[src/rtl/seven_seg_scan_if.sv]
// Bus bundle for the seven-segment scanner: value/strobe inputs and display outputs.
// The host drives through "master"; the scanner binds to "slave".
interface seven_seg_scan_if #(
    parameter int NDIGITS = 4
);
    logic                   enable;
    logic                   load;
    logic [4*NDIGITS-1:0]   value;
    logic [NDIGITS-1:0]     dp_in;
    logic                   blank_lz;
    logic                   pending;
    logic                   frame_tick;
    logic [6:0]             seg;
    logic                   dp;
    logic [NDIGITS-1:0]     an;

    modport master (
        output enable, load, value, dp_in, blank_lz,
        input  pending, frame_tick, seg, dp, an
    );

    modport slave (
        input  enable, load, value, dp_in, blank_lz,
        output pending, frame_tick, seg, dp, an
    );
endinterface

[src/rtl/seven_seg_scan.sv]
// Multiplexed seven-segment driver with a shadow buffer that is only copied into
// the displayed value at frame boundaries, so a digit update never tears mid-frame.
module seven_seg_scan #(
    parameter int NDIGITS     = 4,
    parameter int REFRESH_DIV = 1000,
    parameter bit SEG_ACT_LOW = 1'b0,
    parameter bit AN_ACT_LOW  = 1'b0
) (
    input  logic            clk,
    input  logic            rst_n,
    seven_seg_scan_if.slave bus
);
    localparam int IW = (NDIGITS > 1) ? $clog2(NDIGITS) : 1;
    localparam int DW = (REFRESH_DIV > 1) ? $clog2(REFRESH_DIV) : 1;
    localparam logic [IW-1:0]      IDX_LAST = IW'(NDIGITS - 1);
    localparam logic [DW-1:0]      DIV_LAST = DW'(REFRESH_DIV - 1);
    localparam logic [6:0]         SEG_OFF  = {7{SEG_ACT_LOW}};
    localparam logic               DP_OFF   = SEG_ACT_LOW;
    localparam logic [NDIGITS-1:0] AN_OFF   = {NDIGITS{AN_ACT_LOW}};

    function automatic logic [6:0] hex_to_seg(input logic [3:0] nib);
        hex_to_seg = 7'h00;
        case (nib)
            4'h0: hex_to_seg = 7'h7E;
            4'h1: hex_to_seg = 7'h30;
            4'h2: hex_to_seg = 7'h6D;
            4'h3: hex_to_seg = 7'h79;
            4'h4: hex_to_seg = 7'h33;
            4'h5: hex_to_seg = 7'h5B;
            4'h6: hex_to_seg = 7'h5F;
            4'h7: hex_to_seg = 7'h70;
            4'h8: hex_to_seg = 7'h7F;
            4'h9: hex_to_seg = 7'h7B;
            4'hA: hex_to_seg = 7'h77;
            4'hB: hex_to_seg = 7'h1F;
            4'hC: hex_to_seg = 7'h4E;
            4'hD: hex_to_seg = 7'h3D;
            4'hE: hex_to_seg = 7'h4F;
            4'hF: hex_to_seg = 7'h47;
        endcase
    endfunction

    logic [DW-1:0]          div_q, div_d;
    logic [IW-1:0]          idx_q, idx_d;
    logic [4*NDIGITS-1:0]   shadow_val_q, shadow_val_d, disp_val_q, disp_val_d;
    logic [NDIGITS-1:0]     shadow_dp_q, shadow_dp_d, disp_dp_q, disp_dp_d;
    logic                   pending_q, pending_d;
    logic                   frame_tick_q, frame_tick_d;
    logic [6:0]             seg_q, seg_d;
    logic                   dp_q, dp_d;
    logic [NDIGITS-1:0]     an_q, an_d;

    logic                   boundary;
    logic [3:0]             nib [NDIGITS];
    logic [NDIGITS-1:0]     lz;
    logic [NDIGITS-1:0]     an_raw;
    logic [6:0]             seg_raw;

    // lz[i]: every displayed nibble from the leftmost digit down to digit i is zero
    for (genvar gi = 0; gi < NDIGITS; gi++) begin : g_digit
        assign nib[gi]    = disp_val_q[4*gi +: 4];
        assign lz[gi]     = (disp_val_q[4*NDIGITS-1 : 4*gi] == '0);
        assign an_raw[gi] = (idx_q == IW'(gi));
    end

    always_comb begin
        div_d    = div_q;
        idx_d    = idx_q;
        boundary = 1'b0;
        if (bus.enable) begin
            if (div_q == DIV_LAST) begin
                div_d    = '0;
                boundary = (idx_q == IDX_LAST);
                idx_d    = boundary ? '0 : idx_q + 1'b1;
            end else begin
                div_d = div_q + 1'b1;
            end
        end
    end

    // A load landing on the boundary cycle goes straight to the display.
    always_comb begin
        shadow_val_d = shadow_val_q;
        shadow_dp_d  = shadow_dp_q;
        disp_val_d   = disp_val_q;
        disp_dp_d    = disp_dp_q;
        pending_d    = pending_q;
        frame_tick_d = boundary;
        if (boundary) begin
            pending_d = 1'b0;
            if (bus.load) begin
                disp_val_d = bus.value;
                disp_dp_d  = bus.dp_in;
            end else if (pending_q) begin
                disp_val_d = shadow_val_q;
                disp_dp_d  = shadow_dp_q;
            end
        end else if (bus.load) begin
            shadow_val_d = bus.value;
            shadow_dp_d  = bus.dp_in;
            pending_d    = 1'b1;
        end
    end

    always_comb begin
        seg_raw = hex_to_seg(nib[idx_q]);
        if (bus.blank_lz && (idx_q != '0) && lz[idx_q]) begin
            seg_raw = 7'h00;
        end
        seg_d = SEG_OFF;
        dp_d  = DP_OFF;
        an_d  = AN_OFF;
        if (bus.enable) begin
            seg_d = seg_raw ^ SEG_OFF;
            dp_d  = disp_dp_q[idx_q] ^ DP_OFF;
            an_d  = an_raw ^ AN_OFF;
        end
    end

    always_ff @(posedge clk or negedge rst_n) begin
        if (!rst_n) begin
            div_q        <= '0;
            idx_q        <= '0;
            shadow_val_q <= '0;
            shadow_dp_q  <= '0;
            disp_val_q   <= '0;
            disp_dp_q    <= '0;
            pending_q    <= 1'b0;
            frame_tick_q <= 1'b0;
            seg_q        <= SEG_OFF;
            dp_q         <= DP_OFF;
            an_q         <= AN_OFF;
        end else begin
            div_q        <= div_d;
            idx_q        <= idx_d;
            shadow_val_q <= shadow_val_d;
            shadow_dp_q  <= shadow_dp_d;
            disp_val_q   <= disp_val_d;
            disp_dp_q    <= disp_dp_d;
            pending_q    <= pending_d;
            frame_tick_q <= frame_tick_d;
            seg_q        <= seg_d;
            dp_q         <= dp_d;
            an_q         <= an_d;
        end
    end

    assign bus.pending    = pending_q;
    assign bus.frame_tick = frame_tick_q;
    assign bus.seg        = seg_q;
    assign bus.dp         = dp_q;
    assign bus.an         = an_q;
endmodule

[src/flat_wrapper.sv]
// flat-port wrapper written by rule: the top's interface ports become plain ports
module seven_seg_scan_flat 
#(
    parameter int NDIGITS     = 4,
    parameter int REFRESH_DIV = 1000,
    parameter bit SEG_ACT_LOW = 1'b0,
    parameter bit AN_ACT_LOW  = 1'b0
)
  (clk, rst_n, bus_enable, bus_load, bus_value, bus_dp_in, bus_blank_lz, bus_pending, bus_frame_tick, bus_seg, bus_dp, bus_an);
  seven_seg_scan_if #(.NDIGITS(NDIGITS)) bus_i ();
  input  logic clk;
  input  logic rst_n;
  input wire logic [$bits(bus_i.enable)-1:0] bus_enable;
  input wire logic [$bits(bus_i.load)-1:0] bus_load;
  input wire logic [$bits(bus_i.value)-1:0] bus_value;
  input wire logic [$bits(bus_i.dp_in)-1:0] bus_dp_in;
  input wire logic [$bits(bus_i.blank_lz)-1:0] bus_blank_lz;
  output wire logic [$bits(bus_i.pending)-1:0] bus_pending;
  output wire logic [$bits(bus_i.frame_tick)-1:0] bus_frame_tick;
  output wire logic [$bits(bus_i.seg)-1:0] bus_seg;
  output wire logic [$bits(bus_i.dp)-1:0] bus_dp;
  output wire logic [$bits(bus_i.an)-1:0] bus_an;
  assign bus_i.enable = bus_enable;
  assign bus_i.load = bus_load;
  assign bus_i.value = bus_value;
  assign bus_i.dp_in = bus_dp_in;
  assign bus_i.blank_lz = bus_blank_lz;
  assign bus_pending = bus_i.pending;
  assign bus_frame_tick = bus_i.frame_tick;
  assign bus_seg = bus_i.seg;
  assign bus_dp = bus_i.dp;
  assign bus_an = bus_i.an;
  seven_seg_scan #(.NDIGITS(NDIGITS), .REFRESH_DIV(REFRESH_DIV), .SEG_ACT_LOW(SEG_ACT_LOW), .AN_ACT_LOW(AN_ACT_LOW)) u_core (.clk(clk), .rst_n(rst_n), .bus(bus_i));
endmodule
[config.mk]
export PLATFORM = sky130hd
export DESIGN_NAME = seven_seg_scan_flat
export DESIGN_NICKNAME = d
export VERILOG_FILES = /design/src/rtl/seven_seg_scan_if.sv /design/src/rtl/seven_seg_scan.sv /design/src/flat_wrapper.sv
export SDC_FILE = /design/constraint.sdc
export NUM_CORES = 1
export LEC_CHECK = 0
export CAP_MARGIN = 20
export CORE_MARGIN = 2
export CORE_UTILIZATION = 35
export DETAILED_ROUTE_END_ITERATION = 16
export SKIP_LAST_GASP = 1
export SYNTH_ARGS = -nofsm -noshare
export SYNTH_HDL_FRONTEND = slang
export SYNTH_SLANG_ARGS = --single-unit
[constraint.sdc]
create_clock -name clk -period 2.4 [get_ports clk]
set_input_delay 0.6 -clock clk [delete_from_list [all_inputs] [get_ports clk]]
set_output_delay 0.6 -clock clk [all_outputs]
set_load 0.1 [all_outputs]
==> results by group <==
Worst setup path
  • CP Cell Sequence: buf_4 > inv_1 > ha_1 > nor4_1 > nand3b_1 > o41ai_2 > buf_4 > a221oi_1
  • Worst Setup Start Kind: flip-flop
  • Bufs and invs on worst path: 3
  • Crit path largest cell delay: around 440 ps
  • Crit path required time: 2620 ps
  • Critical-path top delay cell: dfrtp_2
  • Worst-path maximum fanout: 11
  • Crit-path leading delay family: buffers and inverters
  • Worst Setup End Kind: flip-flop
  • Critical Path AT: approximately 2400 ps
  • Type of the worst setup path: flip-flop to flip-flop
  • Worst path most repeated cell: buf_4

Finish
  • Post-layout util: 43.97%
  • Layout cell share with drive strength beyond 1: between 30 and 40%
  • N_diodes: 0
  • Design Area, Final: 0.004044 mm²
  • Total Nets Final: 351
  • Area delta synth->final: 22.75%
  • Fill count: a little over 900
  • Non-filler cells, final: 431

Yosys
  • Largest family of logic cells by synthesized area: multiplexers
  • Mean area per synthesized cell: between 10 and 15 µm²
  • Most frequent cells after synthesis: dfrtp_1, mux2_2, mux2_1
  • Cell area after synthesis: ~0.0033 mm²
  • Top cells by area, synth: dfrtp_1, mux2_2, mux2_1
  • Area share of the largest cell type after synthesis: 50.13%
  • Post-synthesis compound-gate area fraction: ~5.5%
  • Cell taking the most area after synthesis: dfrtp_1
  • Yosys warning count: 0
  • Most frequent cell after synthesis: dfrtp_1
  • Asr flop ratio synth: between 90% and 100%
  • Adder-cell area share of the yosys netlist: ~4.2%
  • Distinct cells, synth: 38
  • Seq/Total Area, Yosys: 50.13%
  • Mux contribution to synthesized area: between 20% and 30%
  • Main synth FF type: dfrtp_1
  • Post-synth EDFFs: 0
  • Syn_nets: 300
  • Post-synthesis simple-gate area fraction: 9.343%
  • Post-Synth XOR/XNOR Area: 2.659%
  • Mapped Cells: between 200 and 300
  • Synthesis-stage register bit count: 66

Clock network
  • Reg clk slew, reported paths: roughly 80 ps
  • Later-pin clock latency in the skew report: between 300 and 400 ps
  • Post-CTS setup buffer count: 0
  • Total CTS buffers: 9
  • Root Buffer: clkbuf_8
  • CTS tree: built
  • Clock sinks: 66
  • CTS max path bufs: 2
  • Max H-tree Level: 3

Detailed routing
  • Vias: 2178
  • 1st-iter DRT viols: 77
  • Detail Route Antenna Nets: 0
  • WL per Instance: between 10 and 15 µm
  • Total Wirelength: 6393 µm
  • Pre-antenna DRT Iters: 4
  • Vias/cell: 5.053
  • DRC: 0

Run
  • MaxCap Viol Count: 0

Timing
  • Period utilization: 89.26%
  • Worst slew pin tran: 647.2 ps
  • RSZ-0062 raised after global routing: no
  • Sum Neg Setup Slack: 0 ps
  • Final Max Slew Viols: 0
  • Fmax: 0.4668 GHz
  • Final setup fails: 0
  • Final hold vios: 0
  • Crit path time final: 2142 ps
  • Max Clock Skew: 13.06 ps
  • Relative slew slack: 56.85%

Die
  • Die Footprint: roughly 0.010 mm²
  • IO Pins: 39
  • Chip height: 101.0 µm
  • Core area: a little over 0.009 mm²
  • Site row count: 35
  • Initial Util: 35.82%
  • Die Width: between 100 and 150 µm

Placement
  • GP Congestion: 0.8019
  • Placed Cells: 415
  • Buffers on Ports: 38
  • HPWL after DPL: 4639 µm
  • Placed Instance Area: 0.003865 mm²

Outcome
  • Status: completed

Global routing
  • GRT Util Overall: 13.77%
  • Number of global-route vias before repair: 2182
  • Initial antenna violation count: 0
  • First-pass GRT wire length: 10710 µm
  • Largest net degree at the start of global routing: 27
  • Global route overflow: 0

Hold path
  • Min-delay worst type: input pin to async pin

Power and ir drop
  • Max VDD drop: 212.4 µV
  • Power, Total: 0.002535 W
  • Pleak: 1.821 nW
  • PD cells: 627.0 mW/mm²
cells by family (layout without fill, tap and decap cells):
| family | Yosys count | in the layout |
|---|---|---|
| muxes | 72 | 72 |
| DFF | 66 | 66 |
| and+or+nand+nor | 59 | 59 |
| AOI/OAI and AO/OA | 27 | 27 |
| buffers and inverters | 19 | 75 |
| adders and majority gates | 11 | 11 |
| xor gates and xnor gates | 10 | 10 |
cell type report:
class | instances | area, µm² | area share, %
Multi-Input combinational cell | 179 | 1556 | 38.49
Clock buffer | 9 | 123.9 | 3.063
Timing Repair Buffer | 51 | 488.0 | 12.07
Sequential cell | 66 | 1653 | 40.87
Tap cell | 111 | 138.9 | 3.434
Clock inverter | 7 | 53.80 | 1.330
Inverter | 8 | 30.03 | 0.7426
state kept, by name, indices dropped and copies added, names as in the netlist:
signal	count
u_core.bus.frame_tick	1
u_core.div_q	10
u_core.bus.an	4
u_core.bus.dp	1
u_core.disp_val_q	16
u_core.idx_q	2
u_core.bus.pending	1
u_core.shadow_dp_q	4
u_core.bus.seg	7
u_core.disp_dp_q	4
u_core.shadow_val_q	16
path summary, 6_finish.rpt:
path / start / slack, ps / cells after the start / to
hold reg to reg: u_core.disp_dp_q[3] / 500 / 1 / u_core.disp_dp_q[3]
min in group clk: u_core.disp_dp_q[3] / 500 / 1 / u_core.disp_dp_q[3]
max in group asynchronous: rst_n / 1420 / 2 / u_core.shadow_val_q[12]
setup / recovery: u_core.idx_q[1] / 260 / 8 / u_core.bus.seg[4]
setup reg to reg: u_core.idx_q[1] / 260 / 8 / u_core.bus.seg[4]
hold / removal: rst_n / 260 / 1 / u_core.div_q[9]
metal layers:
metal,global-route usage (%),wire length [µm],vias to the layer above
li1,-,-,1048
met1,18.63,3122,1074
met2,20.41,2852,42
met3,3.190,261,14
met4,7.484,157,0
met5,0,0,-
report_power, final:
| group | switching [W] | total [W] | internal [W] |
|---|---|---|---|
| Sequential | 0.0000758 | 0.00128 | 0.00121 |
| Combinational | 0.000214 | 0.000415 | 0.000200 |
| Clock | 0.000459 | 0.000837 | 0.000378 |
| Total | 0.000749 | 0.00254 | 0.00179 |
stage by stage:
stage | worst slack [ps] | hold slack, ps
3_3_place_gp | 172.3 | 471.9
5_1_grt | 67.20 | 291.6
4_1_cts | 200.3 | 265.0
6_report | 257.8 | 256.6
2_1_floorplan | 169.6 | 304.4
3_5_place_dp | 198.9 | 485.6
worst register-to-register path, cell delays in order (launching register included):
cell and delay (ps):
dfrtp_2 440, buf_4 210, inv_1 110, ha_1 220
nor4_1 280, nand3b_1 130, o41ai_2 360, buf_4 210
a221oi_1 60
placed cells by master (no fill, tap or decap), types with 2 or more instances in the layout:
master	n
mux2_2	44
buf_12	4
clkbuf_8	9
buf_4	23
and2_1	4
nand4_1	2
nand2_1	13
nor3_2	2
xnor2_1	7
clkinvlp_4	3
nor4_1	4
nor3_1	6
nor2_1	17
mux2_1	21
dfrtp_1	65
a211oi_1	5
mux4_2	3
clkinv_4	2
clkdlybuf4s50_1	23
inv_1	8
nand2b_1	3
ha_1	11
mux2i_1	4
xor2_1	3
o21ai_0	9
nand3b_1	2
a21oi_1	5
repair_timing:
item | CTS | global route
resized for setup | 0 | 1
endpoints found under the setup margin | 0 | 2
hold buffers | 0 | 0
Power figures use the tool's default switching activity.
